`src/rtl/mdu_divider.sv`:
```
// mdu_divider: multi-cycle restoring divider for signed/unsigned, full and word-width division and remainder
module mdu_divider #(
  parameter int DATA_WIDTH    = 64,
  parameter int WORD_WIDTH    = 32,
  parameter int CONTROL_WIDTH = 3
) (
  input  logic                     clk,
  input  logic                     i_rst,
  input  logic                     i_start,
  input  logic [CONTROL_WIDTH-1:0] i_div_control,
  input  logic [DATA_WIDTH-1:0]    i_src_1,
  input  logic [DATA_WIDTH-1:0]    i_src_2,
  output logic                     o_ready,
  output logic                     o_busy,
  output logic                     o_done,
  output logic [DATA_WIDTH-1:0]    o_result,
  output logic                     o_div_by_zero_flag,
  output logic                     o_overflow_flag
);
  localparam int CW = $clog2(DATA_WIDTH);
  localparam int XW = DATA_WIDTH - WORD_WIDTH;
  typedef enum logic [1:0] {IDLE, CALC, DONE} state_t;
  state_t state_q, state_d;
  logic [CW-1:0] cnt_q, cnt_d;
  logic [DATA_WIDTH-1:0] dvd_q, dvd_d, dvs_q, dvs_d, rem_q, rem_d, res_q, res_d;
  logic w_q, w_d, sel_q, sel_d, nq_q, nq_d, nr_q, nr_d, dz_q, dz_d, ov_q, ov_d;
  logic w_op, uns, a_neg, b_neg, div_zero, ovf, last;
  logic [DATA_WIDTH-1:0] a_ext, b_ext, a_mag, b_mag, min_val, rem_nx, dvd_nx;
  logic [DATA_WIDTH:0] trial;

  // Signs are applied to the magnitudes, then W results are re-extended from bit WORD_WIDTH-1
  function automatic logic [DATA_WIDTH-1:0] fmt(input logic [DATA_WIDTH-1:0] q, r,
                                                input logic nq, nr, w, sel);
    logic [DATA_WIDTH-1:0] v;
    v = sel ? (nr ? -r : r) : (nq ? -q : q);
    return w ? {{XW{v[WORD_WIDTH-1]}}, v[WORD_WIDTH-1:0]} : v;
  endfunction

  // Operand extension, magnitudes and special-case detection on the incoming request
  always_comb begin
    w_op     = i_div_control[2];
    uns      = i_div_control[0];
    a_ext    = w_op ? {{XW{~uns & i_src_1[WORD_WIDTH-1]}}, i_src_1[WORD_WIDTH-1:0]} : i_src_1;
    b_ext    = w_op ? {{XW{~uns & i_src_2[WORD_WIDTH-1]}}, i_src_2[WORD_WIDTH-1:0]} : i_src_2;
    a_neg    = ~uns & a_ext[DATA_WIDTH-1];
    b_neg    = ~uns & b_ext[DATA_WIDTH-1];
    a_mag    = a_neg ? -a_ext : a_ext;
    b_mag    = b_neg ? -b_ext : b_ext;
    min_val  = w_op ? {{(XW+1){1'b1}}, {(WORD_WIDTH-1){1'b0}}} : {1'b1, {(DATA_WIDTH-1){1'b0}}};
    div_zero = b_ext == '0;
    ovf      = ~uns & (a_ext == min_val) & (&b_ext);
  end

  // One restoring step: the quotient bit enters the dividend register from the bottom
  always_comb begin
    trial  = {rem_q, dvd_q[DATA_WIDTH-1]} - {1'b0, dvs_q};
    rem_nx = trial[DATA_WIDTH] ? {rem_q[DATA_WIDTH-2:0], dvd_q[DATA_WIDTH-1]} : trial[DATA_WIDTH-1:0];
    dvd_nx = {dvd_q[DATA_WIDTH-2:0], ~trial[DATA_WIDTH]};
    last   = cnt_q == (w_q ? CW'(WORD_WIDTH - 1) : CW'(DATA_WIDTH - 1));
  end

  // Next-state and datapath control
  always_comb begin
    state_d = state_q;
    cnt_d   = cnt_q;
    dvd_d   = dvd_q;
    dvs_d   = dvs_q;
    rem_d   = rem_q;
    res_d   = res_q;
    w_d     = w_q;
    sel_d   = sel_q;
    nq_d    = nq_q;
    nr_d    = nr_q;
    dz_d    = dz_q;
    ov_d    = ov_q;
    case (state_q)
      IDLE: if (i_start) begin
        w_d     = w_op;
        sel_d   = i_div_control[1];
        nq_d    = a_neg ^ b_neg;
        nr_d    = a_neg;
        dz_d    = div_zero;
        ov_d    = ovf;
        cnt_d   = '0;
        rem_d   = '0;
        dvs_d   = b_mag;
        dvd_d   = w_op ? a_mag << XW : a_mag;
        res_d   = fmt(div_zero ? '1 : a_ext, div_zero ? a_ext : '0, 1'b0, 1'b0, w_op, i_div_control[1]);
        state_d = (div_zero | ovf) ? DONE : CALC;
      end
      CALC: begin
        dvd_d   = dvd_nx;
        rem_d   = rem_nx;
        cnt_d   = last ? '0 : cnt_q + 1'b1;
        res_d   = last ? fmt(dvd_nx, rem_nx, nq_q, nr_q, w_q, sel_q) : res_q;
        state_d = last ? DONE : CALC;
      end
      default: state_d = IDLE;
    endcase
  end

  // State registers with synchronous reset taking priority over any request
  always_ff @(posedge clk) begin
    if (i_rst) begin
      state_q <= IDLE;
      cnt_q   <= '0;
      dvd_q   <= '0;
      dvs_q   <= '0;
      rem_q   <= '0;
      res_q   <= '0;
      w_q     <= 1'b0;
      sel_q   <= 1'b0;
      nq_q    <= 1'b0;
      nr_q    <= 1'b0;
      dz_q    <= 1'b0;
      ov_q    <= 1'b0;
    end else begin
      state_q <= state_d;
      cnt_q   <= cnt_d;
      dvd_q   <= dvd_d;
      dvs_q   <= dvs_d;
      rem_q   <= rem_d;
      res_q   <= res_d;
      w_q     <= w_d;
      sel_q   <= sel_d;
      nq_q    <= nq_d;
      nr_q    <= nr_d;
      dz_q    <= dz_d;
      ov_q    <= ov_d;
    end
  end

  assign o_ready            = state_q == IDLE;
  assign o_busy             = state_q == CALC;
  assign o_done             = state_q == DONE;
  assign o_result           = res_q;
  assign o_div_by_zero_flag = dz_q;
  assign o_overflow_flag    = ov_q;
endmodule

```
`config.mk`:
```
export PLATFORM = sky130hd
export DESIGN_NAME = mdu_divider
export DESIGN_NICKNAME = d
export VERILOG_FILES = /design/src/rtl/mdu_divider.sv
export SDC_FILE = /design/constraint.sdc
export NUM_CORES = 1
export LEC_CHECK = 0
export CAP_MARGIN = 20
export CORE_AREA = 2 2 306 308
export CTS_BUF_LIST = sky130_fd_sc_hd__clkbuf_4
export DETAILED_ROUTE_END_ITERATION = 10
export DIE_AREA = 0 0 308 310
export HOLD_SLACK_MARGIN = 0.1
export PLACE_DENSITY_LB_ADDON = 0.08
export SKIP_LAST_GASP = 1
export SLEW_MARGIN = 40
export SYNTH_ARGS = -nofsm -noshare
export SYNTH_HDL_FRONTEND = slang
export SYNTH_SLANG_ARGS = --single-unit
```
`constraint.sdc`:
```
create_clock -name clk -period 5.1 [get_ports clk]
set_input_delay 0.765 -clock clk [delete_from_list [all_inputs] [get_ports clk]]
set_output_delay 0.765 -clock clk [all_outputs]
set_load 0.02 [all_outputs]
```
## Word level (Yosys, flattened, before mapping)

Index checks and enable logic that the tools add are counted.

- Bitwise operators: 10
- Multiplexer cells: 30
- Reduce and logical (&&, ||, !) cells: 7
- Add/subtract/negate cells: 6
- Equality and inequality tests: 6

Operator list:

| operator | number |
|---|---|
| two-way mux 64 bit | 18 |
| one-hot mux 64 bit (2 select lines) | 3 |
| negation 64 bit | 4 |
| subtractor 65 x 64 -> 65 bit | 1 |
| equality test 64 bit | 1 |
| logical NOT 64 bit | 1 |
| AND reduction 64 bit | 1 |
| two-way mux 63 bit | 1 |
| two-way mux 6 bit | 3 |
| one-hot mux 6 bit (2 select lines) | 1 |
| adder 6 x 1 -> 6 bit (second input constant) | 1 |
| AND 1 bit | 6 |
| equality test 6 bit | 1 |
| two-way mux 2 bit | 3 |
| one-hot mux 2 bit (2 select lines) | 1 |
| AND reduction 2 bit | 2 |
| AND reduction 3 bit | 1 |
| equality test 2 x 1 -> 1 bit (second input constant) | 1 |
| equality test 2 bit (second input constant) | 1 |
| logical NOT 2 bit | 1 |
| != test 2 x 1 -> 1 bit (second input constant) | 1 |
| != test 2 bit (second input constant) | 1 |
| inverter 1 bit | 2 |
| nonzero test 2 bit | 1 |
| 2 further kinds | 2 |

- Output and inout port bits: 69
- Logic and storage cells: 71
- Register bits after elaboration: 270
- Bits of input ports: 134

## Longest topological paths before layout

- Depth after elaboration: 10
- Gate-level depth with buffers: 29
- Mapped depth without buffers: 24

## Worst setup path before layout

No wires, ideal clock.

- Path kind: reg2reg
- Start: register dvd_q[63]
- End: register res_q[58] (netlist: o_result[58])
- Data arrival time: 5.478 ns
- Setup slack: -0.511 ns
- Stages on the path, launching flop included: 28
- Clock period less this slack: 5.611 ns
- Library setup time: 0.133 ns
- Buffers on the path: 5
- Required time: 4.967 ns
- Path through: dfxtp_1 -> inv_1 -> ha_1 -> fa_1 -> nand2b_1 -> a21oi_2 -> o21a_2 -> o21a_4 -> o21ai_2 -> nor4_4 -> nor2_2 -> inv_1 -> buf_2 -> buf_2 -> buf_2 -> buf_2 -> o21ai_0 -> inv_1 -> ha_1 -> clkbuf_1 -> nand3_1 -> or4_1 -> nor4_1 -> o21ai_0 -> or4_1 -> nor2_2 -> mux2i_1 -> a311oi_1

- Cells in the longest elaborated chain, start to end: 8
- Elaborated cells on any way between the ends: 11
- Those cells by class: add/sub: 3; mux: 7; bitwise: 1

RTL lines:

| element | RTL line | source |
|---|---|---|
| start, declared | 25 | `logic [DATA_WIDTH-1:0] dvd_q, dvd_d, dvs_q, dvs_d, rem_q, rem_d, res_q, res_d;` |
| start signal, assigned | 120 | `dvd_q <= dvd_d;` |
| subtractor 65 x 64 -> 65 bit | 56 | `trial = {rem_q, dvd_q[DATA_WIDTH-1]} - {1'b0, dvs_q};` |
| two-way mux 64 bit / inverter 1 bit (equally long branches) | 57, 58 |  |
| negation 64 bit | 35 | `v = sel ? (nr ? -r : r) : (nq ? -q : q);` |
| two-way mux 64 bit | 35 |  |
| two-way mux 64 bit (*) | 35 |  |
| two-way mux 64 bit (*) | 36 | `return w ? {{XW{v[WORD_WIDTH-1]}}, v[WORD_WIDTH-1:0]} : v;` |
| two-way mux 64 bit (*) | 95 | `res_d = last ? fmt(dvd_nx, rem_nx, nq_q, nr_q, w_q, sel_q) : res_q;` |
| one-hot mux 64 bit (2 select lines) (*) | 76 | `case (state_q)` |
| end signal, assigned | 123 | `res_q <= res_d;` |
| end, declared | 25 |  |

Mark *: on every way between the ends. The rest lies on a longest branch, timed or not. The select of a mux whose other input is x is not followed.
A chain may end at the register's enable or synchronous reset.

## Worst setup path after layout

- Start: register dvd_q[63]
- End: register res_q[30] (netlist: o_result[30])

The elaborated chain is that of the path after synthesis.

==> metrics.yaml <==
run_status:
  outcome: "complete, no violations"
route:
  drc: 0
  num_vias: 31390
  ant_nets: 0
  dr.pass1.iters: 7
  routed_wl_um: 143300
  wire_per_inst_um: 26.06
  vias_per_cell: 5.708
  drt_iter0_markers: 3464
grt:
  grt_pass1_wl_um: 207200
  grt_usage_pct: 29.29
  grt_max_degree: 139
  grt_overflow_total: 0
  grt_pass1_vias: 29690
  antenna_found_initial: 8
cells_and_area:
  layout_commonest_cell: "buf_4"
  syn_to_final_growth_pct: 32.37
  fin_area_um2: 34000
  finalNonFillerCells: 5498
  drive_above_1_share_pct: 20.10
  final_cell_mix: "500 x buf_4, 459 x nor2_1, 429 x nand2_1"
  final_nets: 4449
sta:
  rsz0062_at_grt: "true"
  fin_setup_tns_ns: 0
  worst_slew_pin_slew_ns: 0.9691
  period_share_pct: 97.29
  min_period_ns: 4.962
  slew_viol_final: 0
  slew-limit-headroom_pct: 35.16
  hold_viol_final: 0
  fmaxAchievable_ghz: 0.2015
  setup_viol: 0
  fin_ws_ns: 0.1381
  fin_skew_ns: 0.08433
worst_setup_path:
  cp.arrival_ns: 5.73
  end_kind: "flip-flop"
  r2r_slack_ns: 0.14
  required_ns: 5.87
  worstRegToRegCells: 26
  crit_type: "flip-flop to flip-flop"
  r2r-start: "dvd_q[63]$_SDFFE_PP0P_"
  crit_fanout: 6
  r2r-end: "o_result[30]$_SDFFE_PP0P_"
  crit_end: "o_result[30]$_SDFFE_PP0P_"
  setup.worst_path.start_class: "flip-flop"
  crit_start: "dvd_q[63]$_SDFFE_PP0P_"
logic_synthesis:
  avgSynthCellArea_um2: 6.937
  synth_top_area_cell: "dfxtp_1"
  ys_async_sr_fraction_pct: 0
  yosys_warnings: 0
  synthCells: 3703
  synth_ff_type: "dfxtp_1"
  synth_area_um2: 25690
  synth_cell_types: 108
  yosys-top-cells-area: "dfxtp_1 21%, nor2_1 6.8%, nand2_1 6.4%"
  synth-edff-count: 0
  synth_seq_cells: 270
  ys_seq_area_share_pct: 21.04
  yosysTopAreaCellShare_pct: 21.04
  synth_nets: 3908
floorplan:
  die-height_um: 310
  num_rows: 112
  core_um2: 92490
  fp.dieW_um: 308
  num_io_pins: 203
  start_util_pct: 27.77
  die_area_um2: 95480
clocking:
  clock-root-buffer: "clkbuf_4"
  cts_buffers: 89
  cts_num_sinks: 270
  tritoncts: "done"
  path_clk_slew_ns: 0.08
  clk_latency_ns: 0.94
  h-tree-depth: 3
  hold_buffers: 0
  cts_max_path_buffers: 3
place:
  gp_congestion: 0.9504
  dp_slack_ns: -0.3027
  portBuffers: 202
  place_hpwl_um: 114100
  dpl_cell_area_um2: 32180
  dp_cells: 5335
power:
  p_per_area_nw_per_um2: 216.2
  power.leakage_nw: 13.10
  peakVddDrop_v: 0.0001628
min_path:
  min_from: "i_rst"
  worstHoldPathCells: 2
  hold_class: "input port to flip-flop"
job:
  cap_violations: 0
[Yosys cell counts, drive strengths merged, types with 16 or more instances]
cell type,n
a2111oi,20
a211oi,83
a21o,42
a21oi,310
a221oi,20
a22oi,67
a311oi,31
a31oi,62
and2,27
and3,20
buf,54
clkbuf,215
dfxtp,270
ha,70
inv,99
maj3,38
mux2i,34
nand2,436
nand2b,43
nand3,79
nand4,56
nor2,467
nor3,121
nor4,70
o211ai,73
o21a,20
o21ai,239
o22ai,16
o31ai,53
o41ai,34
or2,24
or3,41
or4,33
xnor2,137
xor2,104
[registers in the layout, indices dropped and copies added, names as in the netlist]
name / flops
o_result: 64
o_overflow_flag: 1
state_q: 2
nq_q: 1
sel_q: 1
dvs_q: 64
dvd_q: 64
rem_q: 64
nr_q: 1
o_div_by_zero_flag: 1
w_q: 1
cnt_q: 6
[layer usage]
metal / wire (µm) / GRT usage [%] / share of wire, % / vias up
met5: 0 / 0 / 0 / -
met4: 5386 / 10.55 / 3.8 / 0
met3: 9937 / 4.509 / 6.9 / 206
met2: 62060 / 44.87 / 43 / 1261
met1: 65920 / 41.35 / 46 / 15110
li1: - / - / - / 14810
[layout make-up]
type | count | area (µm²)
Fill cell | 10130 | 58490
Timing Repair Buffer | 719 | 6077
Inverter | 99 | 382.9
Multi-Input combinational cell | 3065 | 19590
Sequential cell | 270 | 5418
Tap cell | 1197 | 1498
Clock buffer | 119 | 893.4
Clock inverter | 26 | 141.4
Antenna cell | 3 | 7.507
[through the flow]
| stage | util, % | power (mW) | hold WS (ns) |
|---|---|---|---|
| after floorplan | - | 3.749 | 0.4319 |
| after global placement | 34.76 | 5.005 | 0.4400 |
| after detailed placement | 34.79 | 4.992 | 0.4438 |
| after CTS | 36.03 | 7.322 | 0.2638 |
| after global routing | 36.76 | 7.746 | 0.3354 |
| final | 36.76 | 7.351 | 0.3571 |
[worst min-delay path by stage]
stage                                end
2_1_floorplan     dvs_q[32]$_SDFFE_PP0P_
3_3_place_gp      dvs_q[34]$_SDFFE_PP0P_
3_5_place_dp   o_result[11]$_SDFFE_PP0P_
4_1_cts           rem_q[54]$_SDFFE_PP0P_
5_1_grt           rem_q[56]$_SDFFE_PP0P_
6_report          rem_q[54]$_SDFFE_PP0P_
[cells by family (layout without fill, tap and decap cells)]
| family | count (synthesis) | in the layout | share of synthesized area, % |
|---|---|---|---|
| fa+ha+maj | 109 | 109 | 4.968 |
| mux | 43 | 43 | 1.734 |
| compound gates | 1194 | 1194 | 31.06 |
| other cells | 0 | 3 | 0 |
| simple gates | 1478 | 1478 | 27.23 |
| flops | 270 | 270 | 21.04 |
| xor+xnor | 241 | 241 | 8.246 |
| buf+inv | 368 | 963 | 5.723 |
[what timing repair did]
action | in CTS | in global routing
buffers inserted | 1 | 15
endpoints found under the setup margin | 24 | 32
pin swaps | 1 | 50
gates resized for setup | 20 | 117
[where the power goes]
group | leakage, nW | internal [mW] | switching, mW
Combinational | 10.3 | 1.02 | 1.68
Sequential | 2.21 | 2.23 | 0.156
Clock | 0.605 | 1.12 | 1.15
Total | 13.1 | 4.37 | 2.98
[worst max-delay path: stages (launching register included)]
cell and delay, ns:
dfxtp_2 0.34, inv_2 0.05, ha_4 0.15, fa_2 0.34
nand2b_4 0.16, a21oi_4 0.22, o21a_4 0.20, o21a_4 0.20
o211a_1 0.21, o211ai_1 0.09, buf_4 0.18, nor2_4 0.12
clkinv_4 0.11, nand2_4 0.08, o21ai_2 0.05, inv_1 0.06
ha_2 0.20, nand4_1 0.21, or3_1 0.44, a211oi_2 0.24
a31o_2 0.20, buf_6 0.14, a21oi_2 0.05, xnor2_1 0.16
nand2_1 0.12, o211ai_1 0.21, a311oi_1 0.33
(Power assumes the default switching activity.)
